`config.mk`:
```
export PLATFORM = sky130hd
export DESIGN_NAME = i2c_byte_sequencer_flat
export DESIGN_NICKNAME = d
export VERILOG_FILES = /design/src/rtl/i2c_byte_sequencer_if.sv /design/src/rtl/i2c_byte_sequencer.sv /design/src/flat_wrapper.sv
export SDC_FILE = /design/constraint.sdc
export NUM_CORES = 1
export LEC_CHECK = 0
export CORE_UTILIZATION = 59
export CTS_BUF_LIST = sky130_fd_sc_hd__clkbuf_4
export DETAILED_ROUTE_END_ITERATION = 8
export GPL_ROUTABILITY_DRIVEN = 0
export GPL_TIMING_DRIVEN = 0
export PLACE_DENSITY = 0.89
export SLEW_MARGIN = 10
export SYNTH_ARGS = -nofsm -noshare
export SYNTH_HDL_FRONTEND = slang
export SYNTH_SLANG_ARGS = --single-unit
```
`constraint.sdc`:
```
create_clock -name clk -period 2.3 [get_ports clk]
set_clock_uncertainty 0.2 [all_clocks]
set_input_delay 0.345 -clock clk [delete_from_list [all_inputs] [get_ports clk]]
set_output_delay 0.345 -clock clk [all_outputs]
set_load 0.005 [all_outputs]
```
`src/rtl/i2c_byte_sequencer_if.sv`:
```
// Command/response handshake between the I2C register block and the byte sequencer.
interface i2c_byte_sequencer_if;
  logic       cmd_valid;
  logic       cmd_ready;
  logic [1:0] cmd_op;
  logic [7:0] cmd_wdata;
  logic       cmd_nack;
  logic       rsp_valid;
  logic [7:0] rsp_rdata;
  logic       rsp_ack;
  logic       rsp_err;

  modport master (
    output cmd_valid, cmd_op, cmd_wdata, cmd_nack,
    input  cmd_ready, rsp_valid, rsp_rdata, rsp_ack, rsp_err
  );

  modport slave (
    input  cmd_valid, cmd_op, cmd_wdata, cmd_nack,
    output cmd_ready, rsp_valid, rsp_rdata, rsp_ack, rsp_err
  );
endinterface

```
`src/rtl/i2c_byte_sequencer.sv`:
```
// Byte-level I2C master: sequences the SCL generator for START/WRITE/READ/STOP
// and owns the open-drain SDA line using the generator's phase strobes.
module i2c_byte_sequencer #(
  parameter int unsigned START_HOLD_CYC = 20000,
  parameter int unsigned STOP_HOLD_CYC  = 20000,
  parameter int unsigned CNT_W          = 16
) (
  input  logic                 clk,
  input  logic                 rst_n,
  i2c_byte_sequencer_if.slave  bus,
  output logic                 bus_owned,
  output logic                 sclk_enable,
  output logic                 stop_cond,
  input  logic                 mid_low,
  input  logic                 end_low,
  input  logic                 mid_high,
  input  logic                 end_high,
  input  logic                 sda_in,
  output logic                 sda_drive_low
);

  localparam int unsigned BIT_W = 4;

  typedef enum logic [1:0] {
    OP_START = 2'b00,
    OP_WRITE = 2'b01,
    OP_READ  = 2'b10,
    OP_STOP  = 2'b11
  } op_e;

  typedef enum logic [2:0] {
    IDLE, START_HOLD, OWNED, XFER, STOP_LOW, STOP_WAIT, STOP_HOLD
  } state_e;

  state_e             state;
  logic [CNT_W-1:0]   hold_cnt;
  logic [BIT_W-1:0]   bit_cnt;
  logic [7:0]         tx_sh;
  logic [7:0]         rx_sh;
  logic               is_read;
  logic               nack;
  logic               fin;

  always_ff @(posedge clk or negedge rst_n) begin
    if (!rst_n) begin
      state         <= IDLE;
      hold_cnt      <= '0;
      bit_cnt       <= '0;
      tx_sh         <= '0;
      rx_sh         <= '0;
      is_read       <= 1'b0;
      nack          <= 1'b0;
      fin           <= 1'b0;
      bus.cmd_ready <= 1'b1;
      bus.rsp_valid <= 1'b0;
      bus.rsp_rdata <= '0;
      bus.rsp_ack   <= 1'b0;
      bus.rsp_err   <= 1'b0;
      bus_owned     <= 1'b0;
      sclk_enable   <= 1'b0;
      stop_cond     <= 1'b0;
      sda_drive_low <= 1'b0;
    end else begin
      bus.rsp_valid <= 1'b0;
      bus.rsp_err   <= 1'b0;
      unique case (state)
        // Command intake; illegal ops answer with an error pulse and leave the bus alone.
        IDLE, OWNED: begin
          if (bus.cmd_valid && bus.cmd_ready) begin
            bus.cmd_ready <= 1'b0;
            if (state == IDLE) begin
              if (op_e'(bus.cmd_op) == OP_START) begin
                sda_drive_low <= 1'b1;
                hold_cnt      <= '0;
                state         <= START_HOLD;
              end else begin
                bus.rsp_valid <= 1'b1;
                bus.rsp_err   <= 1'b1;
              end
            end else begin
              unique case (op_e'(bus.cmd_op))
                OP_START: begin
                  bus.rsp_valid <= 1'b1;
                  bus.rsp_err   <= 1'b1;
                end
                OP_STOP: begin
                  sclk_enable <= 1'b1;
                  state       <= STOP_LOW;
                end
                default: begin
                  tx_sh       <= bus.cmd_wdata;
                  is_read     <= (op_e'(bus.cmd_op) == OP_READ);
                  nack        <= bus.cmd_nack;
                  bit_cnt     <= '0;
                  fin         <= 1'b0;
                  sclk_enable <= 1'b1;
                  state       <= XFER;
                end
              endcase
            end
          end else begin
            bus.cmd_ready <= 1'b1;
          end
        end

        START_HOLD: begin
          if (!sclk_enable) begin
            if (hold_cnt == CNT_W'(START_HOLD_CYC - 1)) sclk_enable <= 1'b1;
            else                                       hold_cnt    <= hold_cnt + CNT_W'(1);
          end else if (end_low) begin
            sclk_enable   <= 1'b0;
            bus_owned     <= 1'b1;
            bus.rsp_valid <= 1'b1;
            bus.cmd_ready <= 1'b1;
            state         <= OWNED;
          end
        end

        // Nine bit periods; bit_cnt parks at 9 until the trailing low phase ends.
        XFER: begin
          if (fin) begin
            bus.rsp_valid <= 1'b1;
            if (is_read) bus.rsp_rdata <= rx_sh;
            bus.cmd_ready <= 1'b1;
            fin           <= 1'b0;
            state         <= OWNED;
          end else begin
            if (mid_low && !bit_cnt[3]) begin
              if (is_read) begin
                sda_drive_low <= 1'b0;
              end else begin
                sda_drive_low <= ~tx_sh[7];
                tx_sh         <= {tx_sh[6:0], 1'b0};
              end
            end else if (mid_low && bit_cnt == BIT_W'(8)) begin
              sda_drive_low <= is_read ? ~nack : 1'b0;
            end
            if (mid_high && is_read && !bit_cnt[3]) rx_sh <= {rx_sh[6:0], sda_in};
            if (mid_high && !is_read && bit_cnt == BIT_W'(8)) bus.rsp_ack <= ~sda_in;
            if (end_high && bit_cnt != BIT_W'(9)) bit_cnt <= bit_cnt + BIT_W'(1);
            if (end_low && bit_cnt == BIT_W'(9)) begin
              sclk_enable <= 1'b0;
              fin         <= 1'b1;
            end
          end
        end

        STOP_LOW: begin
          if (mid_low) sda_drive_low <= 1'b1;
          if (end_low) begin
            sclk_enable <= 1'b0;
            stop_cond   <= 1'b1;
            hold_cnt    <= '0;
            state       <= STOP_WAIT;
          end
        end

        STOP_WAIT: begin
          if (hold_cnt == CNT_W'(STOP_HOLD_CYC - 1)) begin
            stop_cond <= 1'b0;
            state     <= STOP_HOLD;
          end else begin
            hold_cnt <= hold_cnt + CNT_W'(1);
          end
        end

        STOP_HOLD: begin
          sda_drive_low <= 1'b0;
          bus_owned     <= 1'b0;
          bus.rsp_valid <= 1'b1;
          bus.cmd_ready <= 1'b1;
          state         <= IDLE;
        end

        default: state <= IDLE;
      endcase
    end
  end

endmodule

```
`src/flat_wrapper.sv`:
```
// flat-port wrapper written by rule: the top's interface ports become plain ports
module i2c_byte_sequencer_flat 
#(
  parameter int unsigned START_HOLD_CYC = 20000,
  parameter int unsigned STOP_HOLD_CYC  = 20000,
  parameter int unsigned CNT_W          = 16
)
  (clk, rst_n, bus_owned, sclk_enable, stop_cond, mid_low, end_low, mid_high, end_high, sda_in, sda_drive_low, bus_cmd_valid, bus_cmd_op, bus_cmd_wdata, bus_cmd_nack, bus_cmd_ready, bus_rsp_valid, bus_rsp_rdata, bus_rsp_ack, bus_rsp_err);
  i2c_byte_sequencer_if bus_i ();
  input  logic clk;
  input  logic rst_n;
  output logic bus_owned;
  output logic sclk_enable;
  output logic stop_cond;
  input  logic mid_low;
  input  logic end_low;
  input  logic mid_high;
  input  logic end_high;
  input  logic sda_in;
  output logic sda_drive_low;
  input wire logic [$bits(bus_i.cmd_valid)-1:0] bus_cmd_valid;
  input wire logic [$bits(bus_i.cmd_op)-1:0] bus_cmd_op;
  input wire logic [$bits(bus_i.cmd_wdata)-1:0] bus_cmd_wdata;
  input wire logic [$bits(bus_i.cmd_nack)-1:0] bus_cmd_nack;
  output wire logic [$bits(bus_i.cmd_ready)-1:0] bus_cmd_ready;
  output wire logic [$bits(bus_i.rsp_valid)-1:0] bus_rsp_valid;
  output wire logic [$bits(bus_i.rsp_rdata)-1:0] bus_rsp_rdata;
  output wire logic [$bits(bus_i.rsp_ack)-1:0] bus_rsp_ack;
  output wire logic [$bits(bus_i.rsp_err)-1:0] bus_rsp_err;
  assign bus_i.cmd_valid = bus_cmd_valid;
  assign bus_i.cmd_op = bus_cmd_op;
  assign bus_i.cmd_wdata = bus_cmd_wdata;
  assign bus_i.cmd_nack = bus_cmd_nack;
  assign bus_cmd_ready = bus_i.cmd_ready;
  assign bus_rsp_valid = bus_i.rsp_valid;
  assign bus_rsp_rdata = bus_i.rsp_rdata;
  assign bus_rsp_ack = bus_i.rsp_ack;
  assign bus_rsp_err = bus_i.rsp_err;
  i2c_byte_sequencer #(.START_HOLD_CYC(START_HOLD_CYC), .STOP_HOLD_CYC(STOP_HOLD_CYC), .CNT_W(CNT_W)) u_core (.clk(clk), .rst_n(rst_n), .bus(bus_i), .bus_owned(bus_owned), .sclk_enable(sclk_enable), .stop_cond(stop_cond), .mid_low(mid_low), .end_low(end_low), .mid_high(mid_high), .end_high(end_high), .sda_in(sda_in), .sda_drive_low(sda_drive_low));
endmodule
```
==> out/qor.yml <==
slowest_stage: "clkdlybuf4s50_1"
preCtsSetupSlack_ns: -0.677
grt_pass1_wl_um: 12300
cp_top_family: "compound AO/OA/AOI/OAI gates"
ant_nets: 0
criticalPathCategory: "primary input to flop"
clk_pin_slew_ns: 0.11
clock_tree.root_cell: "clkbuf_4"
io_buffer_count: 33
slew_headroom_pct: 50.5
max_slew.worst_pin.slew_ns: 0.742
grt_max_degree: 59
clkSinkCount: 58
internal_power_mw: 1.49
p_sw_share_pct: 31.6
area_growth_pct: 18.2
async_reset_ff_share_pct: 100
max_stage_delay_ns: 0.43
hold_start: "end_low"
holdPathEnd: "u_core.stop_cond"
synth_top_flop_cell: "dfrtp_1"
peakVddDrop_v: 0.000417
synth_edf_count: 0
initial_utilization_pct: 62.2
nFillCells: 384
nets: 398
clock_power_share_pct: 28.9
synth_nets: 353
clockBufferDepth: 2
period_share_pct: 96.9
ys_types: 57
pwr-share-comb_pct: 15.7
cts_buffers: 9
wl_per_cell_um: 16.5
dp_hpwl_um: 5060
hold_depth: 3
timing.rr.start: "u_core.state[2]"
synth_area_sq_um: 3220
antenna_found_initial: 0
power_switching_uw: 688
hold_viol: 0
num_rows: 26
first_pass_iters: 5
path_buf_inv: 3
wirelength_um: 7380
maxCapViolCount: 0
fp.dieH_um: 75.8
boundaryPins: 35
layout_setup_ws_ns: 0.0712
hold_class: "primary input to flop"
fin_crit_ns: 2.23
cp_max_fo: 10
core_area_sq_um: 5170
critPathRequiredTime_ns: 2.40
cp-start-kind: "primary input"
report.final.slew_viol_count: 0
dieArea_sq_um: 5750
post-route-util_pct: 73.5
worstSetupPathDepth: 8
layout_common_cells: "dfrtp_1 (57), clkdlybuf4s50_1 (32), nand2_1 (30), mux2_2 (19)"
yosysWarningCount: 0
fmax_ghz: 0.449
placed_area_sq_um: 3630
worstSkewPairLatency_ns: 0.41
reg2reg_to: "u_core.hold_cnt[12]"
grt_use_total_pct: 28.9
leakage_nw: 1.66
cp.arrival_ns: 2.33
synth_area_per_cell_sq_um: 9.84
end_kind: "flop"
cts_tree: "done"
dr_total_vias: 2823
layout_commonest_cell: "dfrtp_1"
htreeDepth: 3
finalSetupViolations: 0
layout-drive-gt1-share_pct: 16.4
grt_pass1_vias: 2675
stdcell_area_sq_um: 3800
pwr-share-seq_pct: 55.4
reg2regPathDepth: 6
status: "completed"
antenna_cells: 0
seq_area_frac_synth_pct: 45.2
drc: 0
path_cells: "clkdlybuf4s50_1 > inv_1 > ha_4 > nand4b_1 > a221o_1 > a21o_1 > buf_2 > a211o_1"
syn_inst: 327
drtIter0Drc: 311
die_x_um: 75.8
setup_tns_ns: 0
ys_ff_latch: 58
grt_overflow: 0
p_per_area_nw_per_um2: 572
regToRegSetupSlack_ns: 0.09
viasPerCell: 6.32
sequential cells by signal, indices dropped and copies added, names as in the netlist, 3 cells and up:
name / count
u_core.hold_cnt: 16
u_core.rx_sh: 8
u_core.state: 3
u_core.bus.rsp_rdata: 8
u_core.bit_cnt: 4
u_core.tx_sh: 8
through the flow:
stage | power [mW] | hold slack, ns | cells
final | 2.17 | 0.247 | 447
after global routing | 2.28 | 0.267 | 447
after CTS | 2.17 | 0.220 | 445
after detailed placement | 1.55 | 0.249 | 430
after global placement | 1.53 | 0.280 | 430
after floorplan | 1.41 | -0.151 | 327
synth_stat cells, drive strengths merged (5+ instances only):
library cell,number,share of area (%)
nand2,30,3.5
nor2,12,1.5
nand3,11,1.7
and3,5,0.97
ha,7,2.7
buf,6,1.3
o21ai,17,2.6
mux2,19,6.7
a31oi,11,2.3
clkbuf,15,1.8
dfrtp,57,44
inv,15,1.8
o22a,8,2.2
nor4,5,0.97
a21oi,13,2.0
nand2b,5,0.97
nor3,15,2.3
or4,5,1.2
worst min-delay path, stage by stage:
cell,delay (ns)
clkbuf_1,0.21
a21oi_1,0.18
o2bb2ai_1,0.08
how the worst max path moves through the flow:
stage	to	slack, ns	startpoint
final	u_core.hold_cnt[12]	0.07	bus_cmd_op[0]
after detailed placement	u_core.hold_cnt[12]	-0.68	bus_cmd_op[1]
after floorplan	u_core.hold_cnt[12]	0.11	bus_cmd_op[0]
after CTS	u_core.bit_cnt[3]	-0.01	bus_cmd_op[1]
after global routing	u_core.hold_cnt[12]	-0.02	u_core.state[2]
after global placement	u_core.bus.rsp_rdata[4]	-1.10	rst_n
cells by family after synthesis:
| family | share of synthesized area (%) |
|---|---|
| flip-flops | 45.2 |
| buffers and inverters | 4.78 |
| multiplexers | 7.27 |
| XOR/XNOR | 0.272 |
| adder cells (fa/ha/maj) | 2.72 |
| AND/OR/NAND/NOR | 20.8 |
| AO/OA/AOI/OAI | 19.0 |
power by group through the flow:
stage	logic [mW]	clock network [mW]	registers (mW)
2_1_floorplan	0.218	0	1.19
3_3_place_gp	0.321	0	1.21
3_5_place_dp	0.330	0	1.22
4_1_cts	0.334	0.635	1.20
5_1_grt	0.379	0.688	1.22
6_report	0.341	0.629	1.20
metal layers:
| metal | up-vias | wire [um] | global-route usage [%] |
|---|---|---|---|
| li1 | 1302 | - | - |
| met1 | 1391 | 3280 | 38.4 |
| met2 | 115 | 3580 | 46.0 |
| met3 | 15 | 429 | 7.54 |
| met4 | 0 | 91 | 10.3 |
| met5 | - | 0 | 0 |
cell type report:
| class | count | area [sq um] | area share, % |
|---|---|---|---|
| flip-flops and latches | 58 | 1450 | 38.2 |
| repair buffers | 37 | 360 | 9.48 |
| clock buffers | 9 | 67.6 | 1.78 |
| inverters | 15 | 56.3 | 1.48 |
| plain buffers | 18 | 95.1 | 2.50 |
| well taps | 70 | 87.6 | 2.30 |
| clock inverters | 7 | 46.3 | 1.22 |
| multi-input cells | 233 | 1640 | 43.0 |
timing repair:
action,in CTS,in global routing
hold buffers,1,0
setup buffers,0,3
resized for setup,4,11
endpoints found under the hold margin,57,0
pin swaps,1,1
setup endpoints to repair,23,29
Power figures use the tool's default switching activity.
